[src/rtl/mem_stage_ctrl.sv]
// mem_stage_ctrl: MIPS MEM-stage sequencer. Issues an EX/MEM access to a variable-latency
//   data memory over req/ack, stalls the pipeline while it is outstanding and resolves branches.
// Latency: minimum 2 stall cycles per aligned access (issue + one REQ cycle); load data visible in DONE.
// Backpressure: stall_o holds PC..EX/MEM while an access is issuing/outstanding; aborts after TIMEOUT REQ cycles.
// Ports: clk/rst (async active-low); EX/MEM controls mem_read_i/mem_write_i/branch_i/zero_i,
//   addr_i/wdata_i; memory side mem_req_o/mem_we_o/mem_addr_o/mem_wdata_o, mem_ack_i/mem_rdata_i;
//   pipeline side rdata_o/rdata_valid_o, stall_o, pc_src_o, flush_o; status align_err_o,
//   timeout_err_o (sticky), stall_cnt_o (saturating).
module mem_stage_ctrl #(
  parameter int TIMEOUT = 16,
  parameter int CNT_W   = 16
) (
  input  logic             clk,
  input  logic             rst,
  input  logic             mem_read_i,
  input  logic             mem_write_i,
  input  logic             branch_i,
  input  logic             zero_i,
  input  logic [31:0]      addr_i,
  input  logic [31:0]      wdata_i,
  output logic             mem_req_o,
  output logic             mem_we_o,
  output logic [31:0]      mem_addr_o,
  output logic [31:0]      mem_wdata_o,
  input  logic             mem_ack_i,
  input  logic [31:0]      mem_rdata_i,
  output logic [31:0]      rdata_o,
  output logic             rdata_valid_o,
  output logic             stall_o,
  output logic             pc_src_o,
  output logic             flush_o,
  output logic             align_err_o,
  output logic             timeout_err_o,
  output logic [CNT_W-1:0] stall_cnt_o
);

  typedef enum logic [1:0] {
    IDLE = 2'd0,
    REQ  = 2'd1,
    DONE = 2'd2
  } state_t;

  localparam logic [7:0] TMO_LAST = 8'(TIMEOUT - 1);

  state_t           state_q, state_d;
  logic [7:0]       tmo_cnt_q, tmo_cnt_d;
  logic             req_q, req_d;
  logic             we_q, we_d;
  logic [31:0]      addr_q, addr_d;
  logic [31:0]      wdata_q, wdata_d;
  logic [31:0]      rdata_q, rdata_d;
  logic             rvld_q, rvld_d;
  logic             align_q, align_d;
  logic             tmo_err_q, tmo_err_d;
  logic [CNT_W-1:0] scnt_q, scnt_d;
  logic             stall;
  logic             acc;
  logic             aligned;

  assign acc     = mem_read_i | mem_write_i;
  assign aligned = (addr_i[1:0] == 2'b00);

  always_comb begin
    state_d   = state_q;
    tmo_cnt_d = tmo_cnt_q;
    req_d     = req_q;
    we_d      = we_q;
    addr_d    = addr_q;
    wdata_d   = wdata_q;
    rdata_d   = rdata_q;
    rvld_d    = 1'b0;
    align_d   = 1'b0;
    tmo_err_d = tmo_err_q;
    stall     = 1'b0;
    case (state_q)
      IDLE: begin
        if (acc) begin
          if (aligned) begin
            stall     = 1'b1;
            req_d     = 1'b1;
            we_d      = mem_write_i;  // read+write together counts as a write
            addr_d    = addr_i;
            wdata_d   = wdata_i;
            tmo_cnt_d = '0;
            state_d   = REQ;
          end else begin
            // Misaligned: never touch memory, just report and let the instruction leave.
            align_d = 1'b1;
            state_d = DONE;
          end
        end
      end
      REQ: begin
        stall     = 1'b1;
        tmo_cnt_d = tmo_cnt_q + 8'd1;
        if (mem_ack_i) begin
          req_d   = 1'b0;
          we_d    = 1'b0;
          state_d = DONE;
          if (!we_q) begin
            rdata_d = mem_rdata_i;
            rvld_d  = 1'b1;
          end
        end else if (tmo_cnt_q == TMO_LAST) begin
          req_d     = 1'b0;
          we_d      = 1'b0;
          tmo_err_d = 1'b1;
          state_d   = DONE;
          if (!we_q) begin
            rdata_d = '0;  // aborted load returns zero so MEM/WB still sees a defined value
            rvld_d  = 1'b1;
          end
        end
      end
      // The instruction still presented here is the one that just completed; never re-issue.
      DONE:    state_d = IDLE;
      default: state_d = IDLE;
    endcase
  end

  always_comb begin
    scnt_d = scnt_q;
    if (stall && (scnt_q != {CNT_W{1'b1}})) scnt_d = scnt_q + 1'b1;
  end

  always_ff @(posedge clk or negedge rst) begin
    if (!rst) begin
      state_q   <= IDLE;
      tmo_cnt_q <= '0;
      req_q     <= 1'b0;
      we_q      <= 1'b0;
      addr_q    <= '0;
      wdata_q   <= '0;
      rdata_q   <= '0;
      rvld_q    <= 1'b0;
      align_q   <= 1'b0;
      tmo_err_q <= 1'b0;
      scnt_q    <= '0;
    end else begin
      state_q   <= state_d;
      tmo_cnt_q <= tmo_cnt_d;
      req_q     <= req_d;
      we_q      <= we_d;
      addr_q    <= addr_d;
      wdata_q   <= wdata_d;
      rdata_q   <= rdata_d;
      rvld_q    <= rvld_d;
      align_q   <= align_d;
      tmo_err_q <= tmo_err_d;
      scnt_q    <= scnt_d;
    end
  end

  assign mem_req_o     = req_q;
  assign mem_we_o      = we_q;
  assign mem_addr_o    = addr_q;
  assign mem_wdata_o   = wdata_q;
  assign rdata_o       = rdata_q;
  assign rdata_valid_o = rvld_q;
  assign align_err_o   = align_q;
  assign timeout_err_o = tmo_err_q;
  assign stall_cnt_o   = scnt_q;
  assign stall_o       = stall;
  assign pc_src_o      = branch_i & zero_i;
  // A taken branch must not flush stages that are being held; it fires once the stall releases.
  assign flush_o       = pc_src_o & ~stall;

endmodule

[config.mk]
export PLATFORM = sky130hd
export DESIGN_NAME = mem_stage_ctrl
export DESIGN_NICKNAME = d
export VERILOG_FILES = /design/src/rtl/mem_stage_ctrl.sv
export SDC_FILE = /design/constraint.sdc
export NUM_CORES = 1
export LEC_CHECK = 0
export CORE_UTILIZATION = 42
export DETAILED_ROUTE_END_ITERATION = 7
export GPL_TIMING_DRIVEN = 0
export HOLD_SLACK_MARGIN = 0.1
export PLACE_DENSITY_LB_ADDON = 0.05
export SLEW_MARGIN = 0
export SYNTH_ARGS = -nofsm -noshare
export SYNTH_HDL_FRONTEND = slang
export SYNTH_SLANG_ARGS = --single-unit
export TNS_END_PERCENT = 1
[constraint.sdc]
create_clock -name clk -period 2.4 [get_ports clk]
set_input_delay 0.48 -clock clk [delete_from_list [all_inputs] [get_ports clk]]
set_output_delay 0.48 -clock clk [all_outputs]
set_load 0.02 [all_outputs]
==> qor_table.md <==
| Quantity | Reported | Unit |
|---|---|---|
| Clock Power Share | 0.266 | - |
| Cells along the critical path | clkdlybuf4s50_1 > nor2_2 > o21ba_4 > buf_6 > or2_1 > buf_6 > and2_4 > buf_6 | - |
| Tightest Pin Transition | 768 | ps |
| Async S/R FF share, synth | 1.00 | - |
| Share of total power in combinational logic | 0.381 | - |
| Total congestion overflow | 0 | - |
| Antenna diodes | 0 | - |
| Core region area | 11500 | um2 |
| Global-route usage over all layers | 0.230 | - |
| Final antenna-violating net count | 0 | - |
| Relative area change from synthesis to final layout | 61.9 | % |
| Result of the run | complete, but fails checks | - |
| Vias | 4291 | - |
| Data required time of the worst path | 1920 | ps |
| Avg Vias per Cell | 4.87 | - |
| Portion of synthesized cell area occupied by the leading cell type | 0.637 | - |
| Source-to-sink clock delay at the later pin of the worst-skew pair | 410 | ps |
| Longest individual stage delay on the worst path | 470 | ps |
| IO buf count | 222 | - |
| Final Util | 0.702 | - |
| Hpwl dp | 9530 | um |
| Post-placement setup slack | -642 | ps |
| Largest net degree at the start of global routing | 68 | - |
| Site Rows | 39 | - |
| Clock Pin Slew Worst Setup and Hold Paths | 50 | ps |
| Via count of the first global-routing pass | 4466 | - |
| Max H-tree Level | 4 | - |
| Synth cell count leaders | sky130_fd_sc_hd__nand2_1, sky130_fd_sc_hd__dfrtp_1, sky130_fd_sc_hd__a22o_1, sky130_fd_sc_hd__clkbuf_1, sky130_fd_sc_hd__xnor2_1 | - |
| Synthesis-stage register bit count | 127 | - |
| Terminating pin of the worst hold path | mem_we_o | - |
| DRC | 28 | - |
| Smallest setup slack after layout | -32.6 | ps |
| Total Routed Length | 13300 | um |
| Kind of end point of the critical path | output pin | - |
| Count of pins on the block boundary | 223 | - |
| Horizontal extent of the die | 111 | um |
| Post-Synthesis Cell Area | 4990 | um2 |
| Crit Reg-Reg Endpoint | mem_addr_o[26] | - |
| Portion of the post-synthesis area used by sequential elements | 0.637 | - |
| Weighted congestion reported at the end of routability-driven placement | 0.804 | - |
| Seq. cell area | 3180 | um2 |
| Fill cells | 915 | - |
| Cell type of the slowest stage on the worst timing path | sky130_fd_sc_hd__clkdlybuf4s50_1 | - |
| Fraction of power consumed by sequential logic | 0.352 | - |
| Most common cell type on the critical path | sky130_fd_sc_hd__buf_6 | - |
| Warnings, synthesis | 0 | - |
| WS Path Type | in -> out | - |
| Primary flip-flop cell chosen by synthesis mapping | sky130_fd_sc_hd__dfrtp_1 | - |
| Cell chosen for the clock root | sky130_fd_sc_hd__clkbuf_16 | - |
| Post-layout minimum cycle time | 2430 | ps |
| Lkg Pwr | 3.77 | nW |
| Die extent in y | 111 | um |
| Maximum VDD drop | 696 | uV |
| Global-route wire length before repair | 22100 | um |
| RSZ-0062 raised after global routing | true | - |
| Class of the most critical hold timing path | in -> reg | - |
| Multi-input combinational cell area | 1720 | um2 |
| CP Max Fanout | 7 | - |
| F_max | 0.411 | GHz |
| Number of enable flip-flop cells after synthesis | 0 | - |
| Setup-failing EPs final | 1 | - |
| Arrival time of the worst setup path | 1950 | ps |
| Placed cell area | 7420 | um2 |
| Most repeated cell in the gate-level netlist after synthesis | sky130_fd_sc_hd__nand2_1 | - |
| Die area | 12300 | um2 |
| Number of hold violations in the final report | 0 | - |
| Length of the first detailed-routing pass in iterations | 7 | - |
| Nets@finish | 830 | - |
| Number of cells on the worst reg-to-reg path | 6 | - |
| Total internal power | 6.45 | mW |
| Maximum Capacitance Violations | 0 | - |
| Share of post-route cells with drive strength above 1 | 0.0678 | - |
| Initial DRC Count | 259 | - |
| Clock Sinks | 127 | - |
| Launch instance of the worst register-to-register path | state_q[1] | - |
| Switching share of power | 0.329 | - |
| Worst relative slew slack | 0.484 | - |
| Syn Area/Cell | 10.4 | um2 |
| Critical Path Start Type | primary input | - |
| Starting density of the core | 0.433 | - |
| Worst hold path stage count | 3 | - |
| Cell area power density | 1190 | nW/um2 |
| Post-Syn Nets | 585 | - |
| Post-detailed-route wirelength per cell | 15.1 | um |
| Slew Viols, Final | 0 | - |
| Switching power summed over all nets | 3.16 | mW |
| Clock buffer count from CTS | 17 | - |
| Cell count after synthesis | 480 | - |
| Count of different cell masters after synthesis | 40 | - |
| Final cell area excluding filler cells | 8080 | um2 |
| Largest area contributor in the synthesized netlist | sky130_fd_sc_hd__dfrtp_1 | - |
| CTS tree | built | - |
| Post-route fraction of the period consumed by the critical path | 1.01 | - |
| Leading cell types by total area after synthesis | sky130_fd_sc_hd__dfrtp_1, sky130_fd_sc_hd__nand2_1, sky130_fd_sc_hd__a22o_1 | - |
| R2r setup slk | 180 | ps |
| Clock Skews | 10.7 | ps |
| Min-delay src | mem_write_i | - |
| Clock Tree Buf Depth | 2 | - |
| Failing checks | DRC, setup timing | - |
| Initial antenna violation count | 0 | - |
per-stage QoR:
step	hold slack (ps)	TNS [ps]	power, mW	std cells
global placement	445	-553700	6.99	845
detailed placement	450	-33880	7.07	846
finish	332	-32.6	9.60	881
floorplan	184	0	5.08	480
global route	368	-521	10.1	881
CTS	461	-239	9.70	879
state kept, by name (all words and copies together) (netlist names):
signal,cells
mem_addr_o,32
mem_wdata_o,32
rdata_o,32
stall_cnt_o,16
tmo_cnt_q,8
state_q,2
align_err_o,1
mem_req_o,1
mem_we_o,1
rdata_valid_o,1
timeout_err_o,1
critical path: cells and delay by family:
kind                   cells  cell delay, ps
buffers and inverters      4             840
and+or+nand+nor            3             410
AOI/OAI and AO/OA          1             220
repair_timing:
item | 4_1_cts | 5_1_grt
hold buffers | 1 | 0
setup buffers | 0 | 2
pin swaps | 0 | 2
setup endpoints to repair | 71 | 12
hold endpoints to repair | 60 | 0
resized for setup | 16 | 7
placed cells by master (no fill, tap or decap), types with 3 or more instances in the layout:
| master | count |
|---|---|
| sky130_fd_sc_hd__dlymetal6s2s_1 | 3 |
| sky130_fd_sc_hd__and2_1 | 5 |
| sky130_fd_sc_hd__clkdlybuf4s50_1 | 216 |
| sky130_fd_sc_hd__nor2_1 | 9 |
| sky130_fd_sc_hd__xnor2_1 | 13 |
| sky130_fd_sc_hd__nand2b_1 | 3 |
| sky130_fd_sc_hd__nand4_1 | 5 |
| sky130_fd_sc_hd__clkbuf_16 | 17 |
| sky130_fd_sc_hd__clkbuf_1 | 24 |
| sky130_fd_sc_hd__and3_1 | 4 |
| sky130_fd_sc_hd__dfrtp_1 | 127 |
| sky130_fd_sc_hd__nor3_1 | 3 |
| sky130_fd_sc_hd__clkbuf_8 | 6 |
| sky130_fd_sc_hd__xor2_1 | 3 |
| sky130_fd_sc_hd__nand3_1 | 10 |
| sky130_fd_sc_hd__buf_6 | 5 |
| sky130_fd_sc_hd__nand2_1 | 198 |
| sky130_fd_sc_hd__clkinv_2 | 3 |
| sky130_fd_sc_hd__o21ai_0 | 5 |
| sky130_fd_sc_hd__a22o_1 | 33 |
how the worst max path moves through the flow:
stage | start | end | slack, ps | cells past startpoint
6_report | mem_read_i | flush_o | -30 | 8
5_1_grt | mem_read_i | flush_o | -70 | 8
3_3_place_gp | rst | mem_addr_o[18] | -4100 | 1
3_5_place_dp | addr_i[1] | mem_addr_o[27] | -640 | 7
4_1_cts | addr_i[1] | flush_o | -170 | 8
2_1_floorplan | addr_i[1] | stall_cnt_o[14] | 250 | 7
power by group through the flow:
stage / clock network [mW] / logic [mW] / registers (mW)
2_1_floorplan: 0 / 0.799 / 4.28
3_3_place_gp: 0 / 3.61 / 3.37
3_5_place_dp: 0 / 3.65 / 3.41
4_1_cts: 2.62 / 3.69 / 3.39
5_1_grt: 2.71 / 3.90 / 3.49
6_report: 2.56 / 3.66 / 3.38
layout make-up:
cell class,count,share of cell area
Buffer,24,0.0133
Clock buffer,27,0.0647
Clock inverter,5,0.00929
Inverter,3,0.00139
Multi-Input combinational cell,326,0.213
Sequential cell,127,0.393
Tap cell,143,0.0221
Timing Repair Buffer,226,0.283
layer usage:
| layer | share of wire | wire [um] | track usage | vias up |
|---|---|---|---|---|
| met2 | 0.48 | 6410 | 0.377 | 158 |
| li1 | - | - | - | 2078 |
| met1 | 0.41 | 5420 | 0.272 | 2035 |
| met3 | 0.089 | 1180 | 0.0935 | 20 |
| met4 | 0.019 | 249 | 0.0874 | 0 |
| met5 | 0 | 0 | 0 | - |
cells by family (layout without fill, tap and decap cells):
| group | Yosys count | in the layout | share of synthesized area |
|---|---|---|---|
| AOI/OAI and AO/OA | 49 | 49 | 0.0805 |
| buffers and inverters | 27 | 285 | 0.0226 |
| xor gates and xnor gates | 17 | 17 | 0.0313 |
| adders and majority gates | 2 | 2 | 0.00501 |
| muxes | 3 | 3 | 0.00652 |
| and+or+nand+nor | 255 | 255 | 0.217 |
| DFF | 127 | 127 | 0.637 |
No activity file was read; power rests on OpenSTA's default activity.
